`config.mk`:
```
export PLATFORM = sky130hd
export DESIGN_NAME = tank_level_encoder
export DESIGN_NICKNAME = d
export VERILOG_FILES = /design/src/rtl/tank_level_encoder.sv
export SDC_FILE = /design/constraint.sdc
export NUM_CORES = 1
export LEC_CHECK = 0
export ABC_CLOCK_PERIOD_IN_PS = 5100
export CAP_MARGIN = 15
export CORE_ASPECT_RATIO = 0.75
export CORE_MARGIN = 4
export CORE_UTILIZATION = 30
export DETAILED_ROUTE_END_ITERATION = 10
export GPL_TIMING_DRIVEN = 0
export SLEW_MARGIN = 20
export SYNTH_ARGS = -nofsm -noshare
export SYNTH_HDL_FRONTEND = slang
export SYNTH_SLANG_ARGS = --single-unit
export TNS_END_PERCENT = 10
```
`constraint.sdc`:
```
create_clock -name clk_2 -period 5.1 [get_ports clk_2]
set_input_delay 1.02 -clock clk_2 [delete_from_list [all_inputs] [get_ports clk_2]]
set_output_delay 1.02 -clock clk_2 [all_outputs]
set_load 0.03 [all_outputs]
```
`src/rtl/tank_level_encoder.sv`:
```
// tank_level_encoder: synchronises and debounces two tank-level probes,
// classifies the tank state into a 2-bit display code and reports faults
// and status transitions.
// Build option: define FAULT_LATCH_EN to make the fault indicator sticky
// until clear_fault is asserted; otherwise fault follows the fault
// condition and clear_fault has no effect.
module tank_level_encoder #(
  parameter int DEBOUNCE_CYCLES = 4,
  parameter int FAULT_CYCLES    = 8
) (
  input  logic       clk_2,
  input  logic       reset,
  input  logic       sensor_hi,
  input  logic       sensor_lo,
  input  logic       clear_fault,
  output logic [1:0] status,
  output logic       valid,
  output logic       changed,
  output logic       fault,
  output logic [7:0] change_count
);

  localparam int DB_W  = (DEBOUNCE_CYCLES > 1) ? $clog2(DEBOUNCE_CYCLES) : 1;
  localparam int FLT_W = $clog2(FAULT_CYCLES + 1);
  localparam int VLD_W = $clog2(DEBOUNCE_CYCLES + 2);

  localparam logic [1:0] ST_FULL   = 2'b00;
  localparam logic [1:0] ST_MID    = 2'b01;
  localparam logic [1:0] ST_LOW    = 2'b10;
  localparam logic [1:0] ST_FAULTY = 2'b11;

  // Bit 1 carries the high probe, bit 0 the low probe.
  logic [1:0]            sync_p0;
  logic [1:0]            sync_p1;
  logic [1:0]            lvl_p2;
  logic [1:0][DB_W-1:0]  db_cnt;

  logic [FLT_W-1:0]      flt_cnt;
  logic [FLT_W-1:0]      flt_cnt_next;
  logic                  inconsistent;
  logic                  fault_cond;

  logic [VLD_W-1:0]      vld_cnt;
  logic [1:0]            status_next;

  // Maps the debounced probe pair to a display code; the impossible
  // combination (high wet, low dry) keeps the previous code.
  function automatic logic [1:0] classify(input logic hi, input logic lo,
                                          input logic [1:0] hold);
    logic [1:0] code;
    code = hold;
    if (hi && lo)        code = ST_FULL;
    else if (!hi && lo)  code = ST_MID;
    else if (!hi && !lo) code = ST_LOW;
    return code;
  endfunction

  // Stage p0/p1: two-flop synchroniser for both raw probes.
  always_ff @(posedge clk_2 or posedge reset) begin
    if (reset) begin
      sync_p0 <= '0;
      sync_p1 <= '0;
    end else begin
      sync_p0 <= {sensor_hi, sensor_lo};
      sync_p1 <= sync_p0;
    end
  end

  // Stage p2: per-probe debounce; a new level is accepted only after an
  // unbroken run of DEBOUNCE_CYCLES differing samples.
  always_ff @(posedge clk_2 or posedge reset) begin
    if (reset) begin
      lvl_p2 <= '0;
      db_cnt <= '0;
    end else begin
      for (int i = 0; i < 2; i++) begin
        if (sync_p1[i] == lvl_p2[i]) begin
          db_cnt[i] <= '0;
        end else if (db_cnt[i] == DB_W'(DEBOUNCE_CYCLES - 1)) begin
          lvl_p2[i] <= sync_p1[i];
          db_cnt[i] <= '0;
        end else begin
          db_cnt[i] <= db_cnt[i] + 1'b1;
        end
      end
    end
  end

  // Fault persistence count and next status. The fault condition is taken
  // from the next count so fault rises on the edge the count saturates.
  always_comb begin
    inconsistent = lvl_p2[1] & ~lvl_p2[0];
    flt_cnt_next = '0;
    if (inconsistent) begin
      if (flt_cnt == FLT_W'(FAULT_CYCLES)) flt_cnt_next = flt_cnt;
      else                                 flt_cnt_next = flt_cnt + 1'b1;
    end
    fault_cond  = (flt_cnt_next == FLT_W'(FAULT_CYCLES));
    status_next = fault ? ST_FAULTY : classify(lvl_p2[1], lvl_p2[0], status);
  end

`ifndef FAULT_LATCH_EN
  logic unused_clear_fault;
  assign unused_clear_fault = clear_fault;
`endif

  // Fault counter and fault indicator register.
  always_ff @(posedge clk_2 or posedge reset) begin
    if (reset) begin
      flt_cnt <= '0;
      fault   <= 1'b0;
    end else begin
      flt_cnt <= flt_cnt_next;
`ifdef FAULT_LATCH_EN
      if (fault_cond)       fault <= 1'b1;
      else if (clear_fault) fault <= 1'b0;
`else
      fault <= fault_cond;
`endif
    end
  end

  // Output stage: status register, start-up valid delay and change reporting.
  always_ff @(posedge clk_2 or posedge reset) begin
    if (reset) begin
      status       <= ST_LOW;
      valid        <= 1'b0;
      vld_cnt      <= '0;
      changed      <= 1'b0;
      change_count <= '0;
    end else begin
      status <= status_next;
      if (!valid) begin
        vld_cnt <= vld_cnt + 1'b1;
        if (vld_cnt == VLD_W'(DEBOUNCE_CYCLES + 1)) valid <= 1'b1;
      end
      changed <= valid && (status_next != status);
      if (valid && (status_next != status)) change_count <= change_count + 8'd1;
    end
  end

endmodule

```
## Yosys cells after proc, flatten, opt, wreduce, memory -nomap -nowiden

Cells that the tools add are included.
Widths: inputs -> output; s select.

- Output and inout bits: 13
- Bits in registers: 30

- Mux-type cells: 12
- Bitwise logic cells: 4
- Reductions and logical operators: 8
- $add $sub $neg: 5
- Equality and inequality tests: 8

Operators with widths:

| operator | number |
|---|---|
| $mux 2 | 8 |
| $add 8x1->8 const B | 1 |
| $eq 4x4->1 const B | 2 |
| $mux 4 | 2 |
| $add 2x1->2 const B | 2 |
| $add 4x1->4 const B | 1 |
| $eq 2x2->1 const B | 2 |
| $logic_and 1x1->1 | 4 |
| $reduce_and 2->1 | 2 |
| $add 3x1->3 const B | 1 |
| $eq 3x3->1 const B | 1 |
| $not 1->1 | 3 |
| $eq 1x1->1 | 2 |
| $logic_not 1->1 | 2 |
| $mux 1 | 2 |
| $ne 2x2->1 | 1 |
| $and 1x1->1 | 1 |

## Logic depth before layout (Yosys ltp)

Gate-level depths: netlist of the first run.

- Depth in word-level cells: 8
- Mapped depth: 6
- Depth with buffers taken out: 6

## Least setup slack after synthesis of the first run

No wires, ideal clock.

- Kind: reg2reg
- Start point: reg status[1]
- End point: reg change_count[1]
- Stages on the path, launching flop included: 5
- Setup time: 0.125 ns
- Slack: 3.374 ns
- Buffers on the path: 0
- Arrival time: 1.601 ns
- Cell sequence: dfstp_2 nor3b_1 o31ai_2 and3_4 mux2_4

- Word-level cells in the longest chain between the ends: 6

RTL lines:

| what | RTL line | source |
|---|---|---|
| from (decl) | 16 | `output logic [1:0] status,` |
| from (signal assigned) | 132 | `status <= status_next;` |
| $mux 2 | 54 | `else if (!hi && !lo) code = ST_LOW;` |
| $mux 2 | 53 | `else if (!hi && lo) code = ST_MID;` |
| $mux 2 | 52 | `if (hi && lo) code = ST_FULL;` |
| $mux 2 | 99 | `status_next = fault ? ST_FAULTY : classify(lvl_p2[1], lvl_p2[0], status);` |
| $ne 2x2->1 * | 138 | `if (valid && (status_next != status)) change_count <= change_count + 8'd1;` |
| $logic_and 1x1->1 * | 138 |  |
| to (signal assigned) | 138 |  |
| to (decl) | 20 | `output logic [7:0] change_count` |

Every way passes the cells marked *; elsewhere a longest branch is shown, timed or not.
A chain may end at the register's enable or synchronous reset.

## Final worst setup path of the first run

- Start point: reg status[1]
- End point: out status[1]

No word-level cell between the ends.

==> qor.txt, run 1 <==
Total wire length: 2.29 mm
Clk root buf: clkbuf_8
Via count: 857
GRT Residual Overflow: 0
R2R Path End: change_count[1]
Clk network pwr share: 18.5%
Levels on crit path: 1
Die area: 5630 sq um
Synthesized cell area: 1340 sq um
CP cell instances: clkdlybuf4s50_1
CP top delay family: buffers and inverters
Max cap viols: 0
Final hold violations: 0
Worst rel slew slack: 58.8%
Worst-Margin Slew: 0.617 ns
Later-pin clock latency in the skew report: 0.28 ns
Prevailing post-synth register cell: dfrtp_1
Slowest-stage cell, CP: clkdlybuf4s50_1
Combinational Power Share: 42.6%
PortBufs: 16
CTS sink count: 30
Drt pass-1 iters: 4
DRC errors left: 0
Clock Skew: 0.00628 ns
Total count of max-transition violations in the final report: 0
Commonest cells post-synth: 29 x dfrtp_1, 11 x xnor2_1, 7 x ha_1, 6 x nand2_1, 5 x nor2_1
CP required: 4.08 ns
# resized after CTS: 0
Die Height: 66.0 um
Pre-CTS WS: 2.68 ns
Nets@finish: 146
Worst-path fanout max: 8
CP Data Arrival Time: 1.61 ns
H-tree Lvls: 2
Vias in the first global route: 885
Power Density: 582 nW/um^2
Layout cell share with drive strength beyond 1: 13.3%
Largest net degree at the start of global routing: 31
Worst Setup Path Type: register to output pin
Post-CTS Setup Repair Bufs: 0
Placer Congestion: 0.750
IR drop worst, VDD: 0.349 mV
Cell Int Power: 600 uW
Routed vias/inst: 4.51
Seq/Total Area, Yosys: 56.0%
CTS max path bufs: 2
Crit path from: status[1]
Final Cycle Share: 51.5%
Synth unique cells: 35
Net switching power: 363 uW
Diodes inserted: 0
Area contributors post-synth: dfrtp_1 54%, xnor2_1 7.2%, ha_1 6.5%
Maximum clock frequency: 381 MHz
Wire per inst: 12.0 um
YS warnings: 0
Initial core utilization: 32.2%
Sequential Power Share: 38.9%
Routed Antenna Nets: 0
Crit. End Element: output pin
Yosys top cell area share: 54.0%
Cell taking the most area after synthesis: dfrtp_1
Worst reg2reg path depth: 4
Core ar.: 4180 sq um
Synth Instances: 111
CP endpoint: status[1]
Mapped Avg Cell Area: 12.1 sq um
Post-synth EDFFs: 0
WP buf/inv: 1
RSZ-0062 raised after global routing: false
Reg-to-reg startpoint: status[1]
P_leak: 0.711 nW
Run status: finished, final reports clean
Synthesis-to-finish area growth: 23.2%
# IOs: 18
Yosys reg bits: 30
Synthesized Nets: 123
Minimum clock period: 2.63 ns
Row Count: 20
Reg2reg setup slack: 3.33 ns
Global-route wire length before repair: 4.02 mm
Net Sw Frac: 37.7%
Worst stage delay on the critical path: 0.70 ns
Clock Pin Slew Worst Setup and Hold Paths: 0.06 ns
Hold buffer count at cts: 0
Initial DRC count: 20
Count leader, synth: dfrtp_1
CTS tree: yes
Worst setup SP type: register
Num CTS Buffers: 5
Total negative slack: 0 ns
Initial antenna violation count: 0
FFs w/ async S/R, synth: 100%
Total GRT Usage: 9.43%
Final setup vio count: 0
Hold crit path type: register to register
Post-route setup slack: 2.47 ns
Chip width: 85.3 um
-- cell usage in the layout (no fill, tap or decap), types with 2 or more instances in the layout --
cell type / instances
nand2b_1: 4
dfrtp_1: 29
o21ai_0: 2
clkbuf_1: 2
nor3_1: 4
inv_1: 3
nor2_1: 5
clkinv_2: 2
ha_1: 7
xor2_1: 2
mux2_2: 2
and3_1: 2
nand3_1: 4
clkdlybuf4s50_1: 16
clkbuf_8: 5
xnor2_1: 11
nor2b_1: 3
o21ai_1: 3
nand2_1: 6
nand3b_1: 2
nand4_1: 3
-- metrics by stage --
stage               total power, mW  utilization, %  hold slack (ns)  instance area (sq um)  instances
global route                   1.03            39.6            0.349                   1660        190
global placement              0.773            37.6            0.339                   1570        182
finish                        0.963            39.6            0.347                   1660        190
CTS                           0.975            39.6            0.348                   1660        190
floorplan                     0.661               -            0.331                   1340        111
detailed placement            0.790            37.6            0.335                   1570        182
-- final cells by class --
type / instances / area (sq um)
timing repair buffer: 16 / 160
multi-input combinational: 73 / 557
buffer: 3 / 16.3
inverter: 5 / 18.8
sequential: 30 / 752
clock inverter: 2 / 10.0
clock buffer: 6 / 72.6
tap: 55 / 68.8
fill: 386 / 2520
-- power groups by stage --
| stage | clock (mW) | combinational (mW) | sequential (mW) |
|---|---|---|---|
| global route | 0.196 | 0.450 | 0.387 |
| floorplan | 0 | 0.226 | 0.434 |
| detailed placement | 0 | 0.413 | 0.377 |
| finish | 0.178 | 0.410 | 0.374 |
| global placement | 0 | 0.401 | 0.373 |
| CTS | 0.186 | 0.415 | 0.374 |
-- registers in the layout (all words and copies together), names as in the netlist --
register and cells:
db_cnt 4, lvl_p2 2, change_count 8, fault 1, sync_p0 2, valid 1, vld_cnt 3, status 2
flt_cnt 4, changed 1, sync_p1 2
-- per-layer routing --
layer	share of wire [%]	vias to the layer above	wire (um)	global-route usage [%]
met5	0	-	0	0
met3	5.6	8	129	3.99
met1	48	403	1090	11.8
met4	2.7	0	62	5.34
met2	44	20	1000	13.7
li1	-	426	-	-
-- worst min path at each step --
stage                          start    endpoint  slack, ns  depth (start not counted)
after floorplan           sync_p0[0]  sync_p1[0]       0.33                          0
after global placement    sync_p0[0]  sync_p1[0]       0.34                          0
after detailed placement  sync_p0[1]  sync_p1[1]       0.33                          0
after CTS                 sync_p0[1]  sync_p1[1]       0.35                          0
after global routing      sync_p0[1]  sync_p1[1]       0.35                          0
final                     sync_p0[1]  sync_p1[1]       0.35                          0
-- cell families after synthesis --
logic type               Yosys count  share of synthesized area [%]
multiplexers                       3                           2.79
flip-flops                        30                           56.0
AND/OR/NAND/NOR                   39                           18.2
XOR/XNOR                          13                           8.47
buffers and inverters              8                           2.61
adder cells (fa/ha/maj)            7                           6.52
AO/OA/AOI/OAI                     11                           5.49
Power figures use the tool's default switching activity.
==> inputs of run 2 (changes only) <==
Settings changed: ABC_CLOCK_PERIOD_IN_PS 5100 to 2400.
Clock period 5.1 ns to 2.4 ns, I/O delays scaled along.
==> results of run 2 <==
Same layout as run 1 (identical final DEF). Status: finished, final reports clean.
Main changes from that run: setup slack after placement 2.68 ns -> 0.523 ns; setup slack after layout 2.47 ns -> 0.313 ns; register-to-register setup slack 3.33 ns -> 0.63 ns; total power 0.963 mW -> 2.05 mW; worst IR drop on VDD 0.349 mV -> 0.743 mV
